**src/rtl/hmem_arbiter.sv**
```systemverilog
// hmem_arbiter: shares one higher-level memory port between the D-cache (port 0)
// and the I-cache (port 1). A grant is held for the owner's whole miss sequence
// (writeback plus allocate/flush bursts) and handed over on release.
// Build option: define HMEM_ARB_ROUND_ROBIN_EN to break IDLE ties round-robin;
// without it, port 0 always wins ties.
module hmem_arbiter #(
    parameter int ADDR_W = 32,
    parameter int DATA_W = 32,
    parameter int OP_W   = 1
) (
    input  logic              clk,
    input  logic              reset,
    input  logic              req0_valid,
    input  logic [OP_W-1:0]   req0_operation,
    input  logic [ADDR_W-1:0] req0_addr,
    input  logic [DATA_W-1:0] req0_wdata,
    output logic [DATA_W-1:0] req0_rdata,
    output logic              req0_fulfilled,
    input  logic              req1_valid,
    input  logic [OP_W-1:0]   req1_operation,
    input  logic [ADDR_W-1:0] req1_addr,
    input  logic [DATA_W-1:0] req1_wdata,
    output logic [DATA_W-1:0] req1_rdata,
    output logic              req1_fulfilled,
    output logic              mem_req_valid,
    output logic [OP_W-1:0]   mem_req_operation,
    output logic [ADDR_W-1:0] mem_req_addr,
    output logic [DATA_W-1:0] mem_req_wdata,
    input  logic [DATA_W-1:0] mem_rdata,
    input  logic              mem_fulfilled,
    output logic [1:0]        owner
);

    // memory_operation_e encoding
    localparam logic [OP_W-1:0] OP_LOAD = '0;

    // state     | meaning
    // ST_IDLE   | no owner, memory port quiet
    // ST_GRANT0 | D-cache owns the port until it drops req0_valid
    // ST_GRANT1 | I-cache owns the port until it drops req1_valid
    typedef enum logic [1:0] {
        ST_IDLE   = 2'd0,
        ST_GRANT0 = 2'd1,
        ST_GRANT1 = 2'd2
    } state_e;

    state_e state_q, state_d;
    logic   spurious_fulfilled;

    // Load data is broadcast; only the fulfilled strobe qualifies it.
    assign req0_rdata = mem_rdata;
    assign req1_rdata = mem_rdata;

`ifdef HMEM_ARB_ROUND_ROBIN_EN
    // last_q: port granted most recently (1 after reset so port 0 is favoured).
    logic last_q, last_d;

    // Round-robin pointer follows every grant, including direct handover.
    always_comb begin
        last_d = last_q;
        if (state_d == ST_GRANT0) last_d = 1'b0;
        else if (state_d == ST_GRANT1) last_d = 1'b1;
    end

    // Round-robin pointer register.
    always_ff @(posedge clk) begin
        if (reset) last_q <= 1'b1;
        else       last_q <= last_d;
    end
`endif

    // State register; reset abandons any in-flight beat.
    always_ff @(posedge clk) begin
        if (reset) state_q <= ST_IDLE;
        else       state_q <= state_d;
    end

    // Next-state, Moore request mux and fulfilled routing to the owner only.
    always_comb begin
        state_d           = state_q;
        mem_req_valid     = 1'b0;
        mem_req_operation = OP_LOAD;
        mem_req_addr      = '0;
        mem_req_wdata     = '0;
        req0_fulfilled    = 1'b0;
        req1_fulfilled    = 1'b0;
        owner             = 2'b00;
        case (state_q)
            ST_IDLE: begin
                if (req0_valid && req1_valid) begin
`ifdef HMEM_ARB_ROUND_ROBIN_EN
                    state_d = last_q ? ST_GRANT0 : ST_GRANT1;
`else
                    state_d = ST_GRANT0;
`endif
                end else if (req0_valid) begin
                    state_d = ST_GRANT0;
                end else if (req1_valid) begin
                    state_d = ST_GRANT1;
                end
            end
            ST_GRANT0: begin
                owner             = 2'b01;
                mem_req_valid     = req0_valid;
                mem_req_operation = req0_operation;
                mem_req_addr      = req0_addr;
                mem_req_wdata     = req0_wdata;
                req0_fulfilled    = mem_fulfilled & req0_valid;
                if (!req0_valid) state_d = req1_valid ? ST_GRANT1 : ST_IDLE;
            end
            ST_GRANT1: begin
                owner             = 2'b10;
                mem_req_valid     = req1_valid;
                mem_req_operation = req1_operation;
                mem_req_addr      = req1_addr;
                mem_req_wdata     = req1_wdata;
                req1_fulfilled    = mem_fulfilled & req1_valid;
                if (!req1_valid) state_d = req0_valid ? ST_GRANT0 : ST_IDLE;
            end
            default: begin
                state_d           = state_e'('x);
                mem_req_valid     = 1'bx;
                mem_req_operation = 'x;
                mem_req_addr      = 'x;
                mem_req_wdata     = 'x;
                req0_fulfilled    = 1'bx;
                req1_fulfilled    = 1'bx;
                owner             = 2'bxx;
            end
        endcase
    end

    // A memory beat completion that no active owner is waiting for.
    assign spurious_fulfilled = mem_fulfilled & ~(req0_fulfilled | req1_fulfilled);

    a_owner_onehot: assert property (@(posedge clk) disable iff (reset)
        owner != 2'b11);
    a_fulfilled_excl: assert property (@(posedge clk) disable iff (reset)
        !(req0_fulfilled && req1_fulfilled));
    a_req_stable: assert property (@(posedge clk) disable iff (reset)
        (mem_req_valid && !mem_fulfilled) |=>
        (!mem_req_valid || $stable({mem_req_operation, mem_req_addr, mem_req_wdata})));
    a_no_spurious: assert property (@(posedge clk) disable iff (reset)
        !spurious_fulfilled)
        else $warning("hmem_arbiter: mem_fulfilled with no active owner, beat dropped");

endmodule

```
**config.mk**
```make
export PLATFORM = sky130hd
export DESIGN_NAME = hmem_arbiter
export DESIGN_NICKNAME = d
export VERILOG_FILES = /design/src/rtl/hmem_arbiter.sv
export SDC_FILE = /design/constraint.sdc
export NUM_CORES = 1
export LEC_CHECK = 0
export CORE_AREA = 8 8 110 112
export CTS_CLUSTER_SIZE = 8
export DETAILED_ROUTE_END_ITERATION = 8
export DIE_AREA = 0 0 118 120
export HOLD_SLACK_MARGIN = 0.15
export PLACE_DENSITY = 0.69
export SYNTH_ARGS = -nofsm -noshare
export SYNTH_HDL_FRONTEND = slang
export SYNTH_SLANG_ARGS = --single-unit
export TNS_END_PERCENT = 10
```
**constraint.sdc**
```tcl
create_clock -name clk -period 1.7 [get_ports clk]
set_input_delay 0.51 -clock clk [delete_from_list [all_inputs] [get_ports clk]]
set_output_delay 0.51 -clock clk [all_outputs]
set_load 0.01 [all_outputs]
```
======== Yosys cells after proc, flatten, opt, wreduce, memory -nomap -nowiden ========
Cells that the tools add are included.
W data, S select, Z words.
storage, ports and cells
  register bits after elaboration ......... 2
  input port bits ......................... 167
  output and inout port bits .............. 134
operators by class
  reduce and logical (&&, ||, !) cells .... 5
  bitwise operators ....................... 2
  equality and inequality tests ........... 5
  muxes and demuxes ....................... 15
operator list
  operator              count
  $pmux W32 S3          2
  $mux W2               6
  $pmux W2 S3           2
  $pmux W1 S3           2
  $ne A2 B2 Y1 const B  2
  $ne A4 B4 Y1 const B  1
  $pmux W1 S2           2
  $reduce_or A2 Y1      2
  $reduce_and A3 Y1     1
  $and A1 B1 Y1         2
  $eq A2 B1 Y1 const B  1
  $eq A2 B2 Y1 const B  1
  $logic_not A2 Y1      1
  $logic_and A1 B1 Y1   1
  $mux W1               1

======== Logic depth before layout (Yosys ltp) ========
Gate-level depths: netlist (run 1).
  depth after elaboration ................. 4
  depth in mapped cells ................... 6
  depth with buffers taken out ............ 5

======== Worst setup path after synthesis (run 1) ========
Ideal clock, no wire load.
  path kind ............................... register to output
  start point ............................. register state_q[0]
  end point ............................... output port req0_fulfilled
  buffers on the path ..................... 2
  slack ................................... -0.388 ns
  arrival ................................. 1.578 ns
  stages on the path, launching flop included .. 6
  path through ............................ dfxtp_1 > inv_1 > ha_1 > buf_2 > buf_2 > nor4b_1
between the ends
  word-level cells in the longest chain between the ends .. 3
  elaborated cells on any way between the ends .. 5
  classes of those cells .................. 2 x eq/ne; 1 x mux; 2 x reduce/logical
ends and longest elaborated chain
  element                                                  line  RTL
  start: declaration                                       47    state_e state_q, state_d;
  start signal: assignment                                 75    else state_q <= state_d;
  $eq A2 B2 Y1 / $logic_not A2 Y1 (equally long branches)  88    case (state_q)
  $reduce_or A2 Y1 (no source line)                        -
  $pmux W1 S2 (*)                                          88
  end: declaration                                         18    output logic req0_fulfilled,
Every way passes the cells marked *; elsewhere a longest branch is shown, timed or not.

======== Worst setup path in the final report (run 1) ========
  start point ............................. register state_q[1]
  end point ............................... output port mem_req_operation
between the ends
  word-level cells in the longest chain between the ends .. 2
  elaborated cells on any way between the ends .. 4
  classes of those cells .................. 2 x eq/ne; 1 x mux; 1 x reduce/logical
ends and longest elaborated chain
  element                                     line  RTL
  $eq A2 B2 Y1, or another cell as far along  88
  $pmux W1 S3 (*)                             88
  end: declaration                            26    output logic [OP_W-1:0] mem_req_operation,
Marks and branches as above.

==> results.json, run 1 <==
{
  "synthXorXnorAreaFrac_pct": 0,
  "synthFlopType": "dfxtp_1",
  "synth_fp_nets": 413,
  "path_buf_inv": 4,
  "vias": 2413,
  "grt_pass1_wl_um": 15900,
  "pre_cts_ws_ps": -711,
  "ir_worst_vdd_mv": 0.317,
  "syn2layout_area_growth_pct": 167,
  "max_slew.worst_pin.slew_ps": 271,
  "wl_um": 10700,
  "track_usage_pct": 13.9,
  "cp_top_family": "buffers and inverters",
  "hold_path_class": "reg -> reg",
  "layout_setup_ws_ps": -357,
  "worstPathArrival_ps": 1550,
  "antenna_cells": 0,
  "synth-compound-area-share_pct": 31.9,
  "clockBufferDepth": 2,
  "netlist_instances": 240,
  "rsz0062_at_grt": "yes",
  "synth_fa_ha_area_share_pct": 4.41,
  "drive_above_1_share_pct": 58.4,
  "crit_top_cell": "buf_6",
  "detail_route.wl_per_cell_um": 19.6,
  "place_inst": 525,
  "dr.first_iter.drc_count": 50,
  "syn_area_mm2": 0.00170,
  "synthArstFlopShare_pct": 0,
  "fin_crit_ps": 2060,
  "top_register": "state_q",
  "ant_nets": 0,
  "drv_slew": 0,
  "avgViaCountPerCell": 4.40,
  "synth_cell_types": 21,
  "yosysWarnings": 0,
  "ioPinCount": 301,
  "synth_top_area_share_pct": 29.1,
  "start_util_pct": 16.2,
  "gp_congestion": 0.799,
  "hold_viol": 0,
  "slew_headroom_pct": 81.9,
  "synthTopCellsByArea": "a22oi_1 (29%), buf_4 (29%), nor2b_1 (25%), ha_1 (4.4%), buf_2 (2.3%)",
  "clock-root-buffer": "clkbuf_8",
  "status": "complete, but fails checks",
  "setup_violations": 68,
  "first_global_vias": 2741,
  "worstPathRequired_ps": 1190,
  "worst_path_max_delay_cell": "dfxtp_4",
  "max_freq_mhz": 486,
  "drc_errors": 0,
  "htree_levels": 1,
  "crit_fanout": 8,
  "portBuffers": 204,
  "fin_skew_ps": 0.348,
  "holdWs_ps": 747,
  "synth-seq-area-share_pct": 2.35,
  "core_mm2": 0.0105,
  "power_density_mw_per_mm2": 565,
  "crit_type": "reg -> out",
  "synth_edf_count": 0,
  "avgSynthCellArea_um2": 7.10,
  "antenna_found_initial": 0,
  "cts_buffers": 3,
  "chipHeight_um": 120,
  "largest_reg_flops": 2,
  "synth_top_family_by_area": "buffers and inverters",
  "nets": 584,
  "final_cells": 549,
  "hpwl_um": 7330,
  "clkTransAtPathRegs_ps": 30,
  "leakage_nw": 1.68,
  "synth_simple_gate_area_share_pct": 26.4,
  "grt_max_degree": 18,
  "finalCritPeriodShare_pct": 121,
  "drv_cap": 0,
  "ys_seq_elements": 2,
  "cts_tree": "done",
  "drt_pass1_iterations": 4,
  "muxShareOfSynthArea_pct": 0,
  "die_area_mm2": 0.0142,
  "reg_top3": "state_q: 2 flops",
  "placement_rows": 38,
  "startpoint_type": "flip-flop",
  "cp_cell_sequence": "buf_6 > ha_4 > buf_6 > buf_16 > a22oi_2 > nor2b_2 > buf_2",
  "totalNegativeSetupSlack_ps": -21290,
  "clkLatencyLatePin_ps": 210,
  "grt_remaining_overflow": 0,
  "end_kind": "primary output",
  "cts_num_sinks": 2,
  "cpPeakStageDelay_ps": 340,
  "yosysTopAreaCell": "a22oi_1",
  "violations": "negative setup slack",
  "die_w_um": 118
}
==> cell families after synthesis <==
logic type      count (synthesis)
buf+inv                        89
simple gates                   72
compound gates                 71
fa+ha+maj                       6
flops                           2
==> Yosys cell counts (2+ instances only) <==
| cell | number |
|---|---|
| inv_1 | 4 |
| buf_4 | 65 |
| ha_1 | 6 |
| nor2b_1 | 67 |
| buf_2 | 8 |
| clkbuf_1 | 9 |
| dfxtp_1 | 2 |
| a22oi_1 | 66 |
==> path summary, 6_finish.rpt <==
kind	from	end	slack, ps	cells after the start
worst min-delay path	state_q[1]	state_q[1]	750	4
worst max register to register	state_q[0]	state_q[0]	110	7
worst min register to register	state_q[1]	state_q[1]	750	4
worst max-delay path	state_q[1]	mem_req_operation	-360	7
==> through the flow <==
| step | instance area [µm²] | utilization, % | total power, mW |
|---|---|---|---|
| after global placement | 3910 | 37.2 | 1.73 |
| after floorplan | 2030 | - | 1.06 |
| after detailed placement | 3910 | 37.2 | 1.75 |
| after CTS | 4410 | 41.9 | 2.53 |
| after global routing | 4560 | 43.4 | 2.73 |
| final | 4560 | 43.4 | 2.58 |
==> worst register-to-register path: cells and delay by family, from the launching register on <==
| family | cells | cell delay (ps) |
|---|---|---|
| fa+ha+maj | 1 | 180 |
| compound gates | 3 | 520 |
| buf+inv | 3 | 420 |
| flops | 1 | 340 |
==> layer usage <==
| layer | global-route usage, % | up-vias | wire length, µm |
|---|---|---|---|
| met2 | 26.3 | 136 | 5660 |
| li1 | - | 1124 | - |
| met3 | 4.32 | 31 | 824 |
| met5 | 0 | - | 0 |
| met1 | 14.6 | 1122 | 4010 |
| met4 | 3.68 | 0 | 244 |
==> what timing repair did <==
item	in CTS	in global routing
gates cloned	9	2
pin swaps	25	23
gates resized for setup	371	28
endpoints found under the hold margin	0	0
endpoints found under the setup margin	70	71
hold buffers	0	0
setup buffers	10	1
==> area by class of cell <==
cell class | instances | area (µm²)
Tap cell | 140 | 175
Timing Repair Buffer | 251 | 2600
Sequential cell | 2 | 47.5
Inverter | 4 | 20.0
Multi-Input combinational cell | 149 | 1680
Clock buffer | 3 | 41.3
Fill cell | 987 | 5950
==> layout by cell type (no fill, tap or decap), drive strengths merged, types with 2 or more instances in the layout <==
| master | instances |
|---|---|
| ha | 6 |
| a22oi | 66 |
| clkbuf | 5 |
| clkdlybuf4s15 | 2 |
| buf | 113 |
| clkdlybuf4s50 | 133 |
| dfxtp | 2 |
| nor2b | 67 |
| inv | 4 |
| o21ai | 2 |
==> power by group <==
part	switching (mW)	leakage [nW]	internal, mW	total, mW
clock	0.0376	0.0216	0.150	0.187
sequential	0.00866	0.0178	0.0558	0.0645
combinational	0.901	1.64	1.42	2.33
(Power assumes the default switching activity.)
==> run 2: changes to the inputs <==
--- a/config.mk
+++ b/config.mk
@@ -10,7 +10,7 @@
 export DETAILED_ROUTE_END_ITERATION = 8
 export DIE_AREA = 0 0 118 120
 export HOLD_SLACK_MARGIN = 0.15
-export PLACE_DENSITY = 0.69
+export PLACE_DENSITY_LB_ADDON = 0.1
 export SYNTH_ARGS = -nofsm -noshare
 export SYNTH_HDL_FRONTEND = slang
 export SYNTH_SLANG_ARGS = --single-unit
==> results.json, run 2 (same netlist as run 1, synthesis figures left out) <==
{
  "path_buf_inv": 4,
  "crit_type": "reg -> out",
  "core_mm2": 0.0105,
  "antenna_found_initial": 0,
  "avgViaCountPerCell": 4.30,
  "clockBufferDepth": 2,
  "detail_route.wl_per_cell_um": 19.0,
  "vias": 2371,
  "power_density_mw_per_mm2": 560,
  "top_register": "state_q",
  "worst_path_max_delay_cell": "dfxtp_4",
  "setup_violations": 69,
  "nets": 586,
  "portBuffers": 204,
  "cts_buffers": 3,
  "finalCritPeriodShare_pct": 121,
  "status": "complete, but fails checks",
  "multi_input_area_mm2": 0.00161,
  "final_cells": 551,
  "chipHeight_um": 120,
  "seq_power_share_pct": 2.7,
  "htree_levels": 1,
  "drt_pass1_iterations": 4,
  "drv_slew": 0,
  "reg_top3": "state_q: 2 flops",
  "clkTransAtPathRegs_ps": 30,
  "crit_fanout": 9,
  "seqCellArea_um2": 47.5,
  "power.share.switching_pct": 36.4,
  "die_w_um": 118,
  "end_kind": "primary output",
  "drc_errors": 0,
  "drv_cap": 0,
  "drive_above_1_share_pct": 57.4,
  "p_int_mw": 1.58,
  "cpPeakStageDelay_ps": 350,
  "cp_cell_sequence": "buf_6 > ha_4 > buf_12 > buf_16 > a22oi_2 > nor2b_4 > buf_6",
  "pre_cts_ws_ps": -701,
  "ioPinCount": 301,
  "gp_congestion": 0.684,
  "start_util_pct": 16.2,
  "startpoint_type": "flip-flop",
  "crit_top_cell": "buf_6",
  "cts_num_sinks": 2,
  "ant_nets": 0,
  "leakage_nw": 1.67,
  "placement_rows": 38,
  "grt_pass1_wl_um": 15200,
  "wl_um": 10400,
  "ir_worst_vdd_mv": 0.258,
  "hold_viol": 0,
  "grt_max_degree": 27,
  "worstPathArrival_ps": 1540,
  "final_cell_mix": "clkdlybuf4s50_1 (134), a22oi_2 (58), buf_2 (53), nor2b_2 (29)",
  "track_usage_pct": 13.5,
  "die_area_mm2": 0.0142,
  "clkLatencyLatePin_ps": 210,
  "max_slew.worst_pin.slew_ps": 215,
  "slew_headroom_pct": 85.7,
  "largest_reg_flops": 2,
  "violations": "negative setup slack",
  "combPwrFrac_pct": 90.0,
  "antenna_cells": 0,
  "clock-root-buffer": "clkbuf_8",
  "worstPathRequired_ps": 1190,
  "hold_path_class": "reg -> reg",
  "syn2layout_area_growth_pct": 160,
  "dr.first_iter.drc_count": 60,
  "rsz0062_at_grt": "yes",
  "power_switching_uw": 902,
  "totalNegativeSetupSlack_ps": -19830,
  "place_inst": 519,
  "fin_crit_ps": 2050,
  "power.share.clock_pct": 7.4,
  "hpwl_um": 7080,
  "cp_top_family": "buffers and inverters",
  "layout_setup_ws_ps": -354,
  "fin_skew_ps": 1.07,
  "first_global_vias": 2618,
  "holdWs_ps": 633,
  "max_freq_mhz": 487,
  "grt_remaining_overflow": 0,
  "final_common_cell": "clkdlybuf4s50_1",
  "cts_tree": "done",
  "cts_hold_buffers": 0,
  "fill_cells": 1048
}
run 2: path summary, 6_finish.rpt:
path / slack [ps] / depth (start not counted) / end / start
hold reg to reg: 630 / 3 / state_q[1] / state_q[1]
hold / removal: 630 / 3 / state_q[1] / state_q[1]
setup / recovery: -350 / 7 / mem_req_addr[1] / state_q[1]
setup reg to reg: 130 / 7 / state_q[0] / state_q[1]
run 2: repair_timing:
action | 4_1_cts | 5_1_grt
endpoints found under the setup margin | 70 | 71
resized for setup | 355 | 14
gates cloned | 8 | 3
pin swaps | 26 | 15
buffers inserted | 8 | 10
run 2: stage by stage:
| step | util, % | total power [mW] | area, µm² |
|---|---|---|---|
| after floorplan | - | 1.06 | 2030 |
| after global placement | 36.6 | 1.70 | 3840 |
| after detailed placement | 36.6 | 1.70 | 3840 |
| after CTS | 40.6 | 2.38 | 4260 |
| after global routing | 42.1 | 2.64 | 4430 |
| final | 42.1 | 2.48 | 4430 |
run 2: cell type report:
type	count	area share, %
Timing Repair Buffer	253	57.3
Multi-Input combinational cell	149	36.3
Tap cell	140	3.96
Sequential cell	2	1.07
Inverter	4	0.452
Clock buffer	3	0.932
run 2: tightest hold or removal path, delay by kind of cell (launching register included):
kind	cells	cell delay, ps
flip-flops	1	350
buffers and inverters	2	190
AO/OA/AOI/OAI	1	50
run 2: routing by layer:
layer | GRT usage, % | up-vias | wire (µm)
li1 | - | 1133 | -
met1 | 14.7 | 1087 | 4000
met2 | 24.1 | 133 | 5390
met3 | 5.07 | 18 | 868
met4 | 3.52 | 0 | 191
met5 | 0 | - | 0
run 2: power by group through the flow:
stage	clock network, mW	logic, mW	registers (mW)
2_1_floorplan	0	0.999	0.0647
3_3_place_gp	0	1.64	0.0622
3_5_place_dp	0	1.64	0.0625
4_1_cts	0.188	2.13	0.0668
5_1_grt	0.195	2.38	0.0682
6_report	0.182	2.23	0.0669
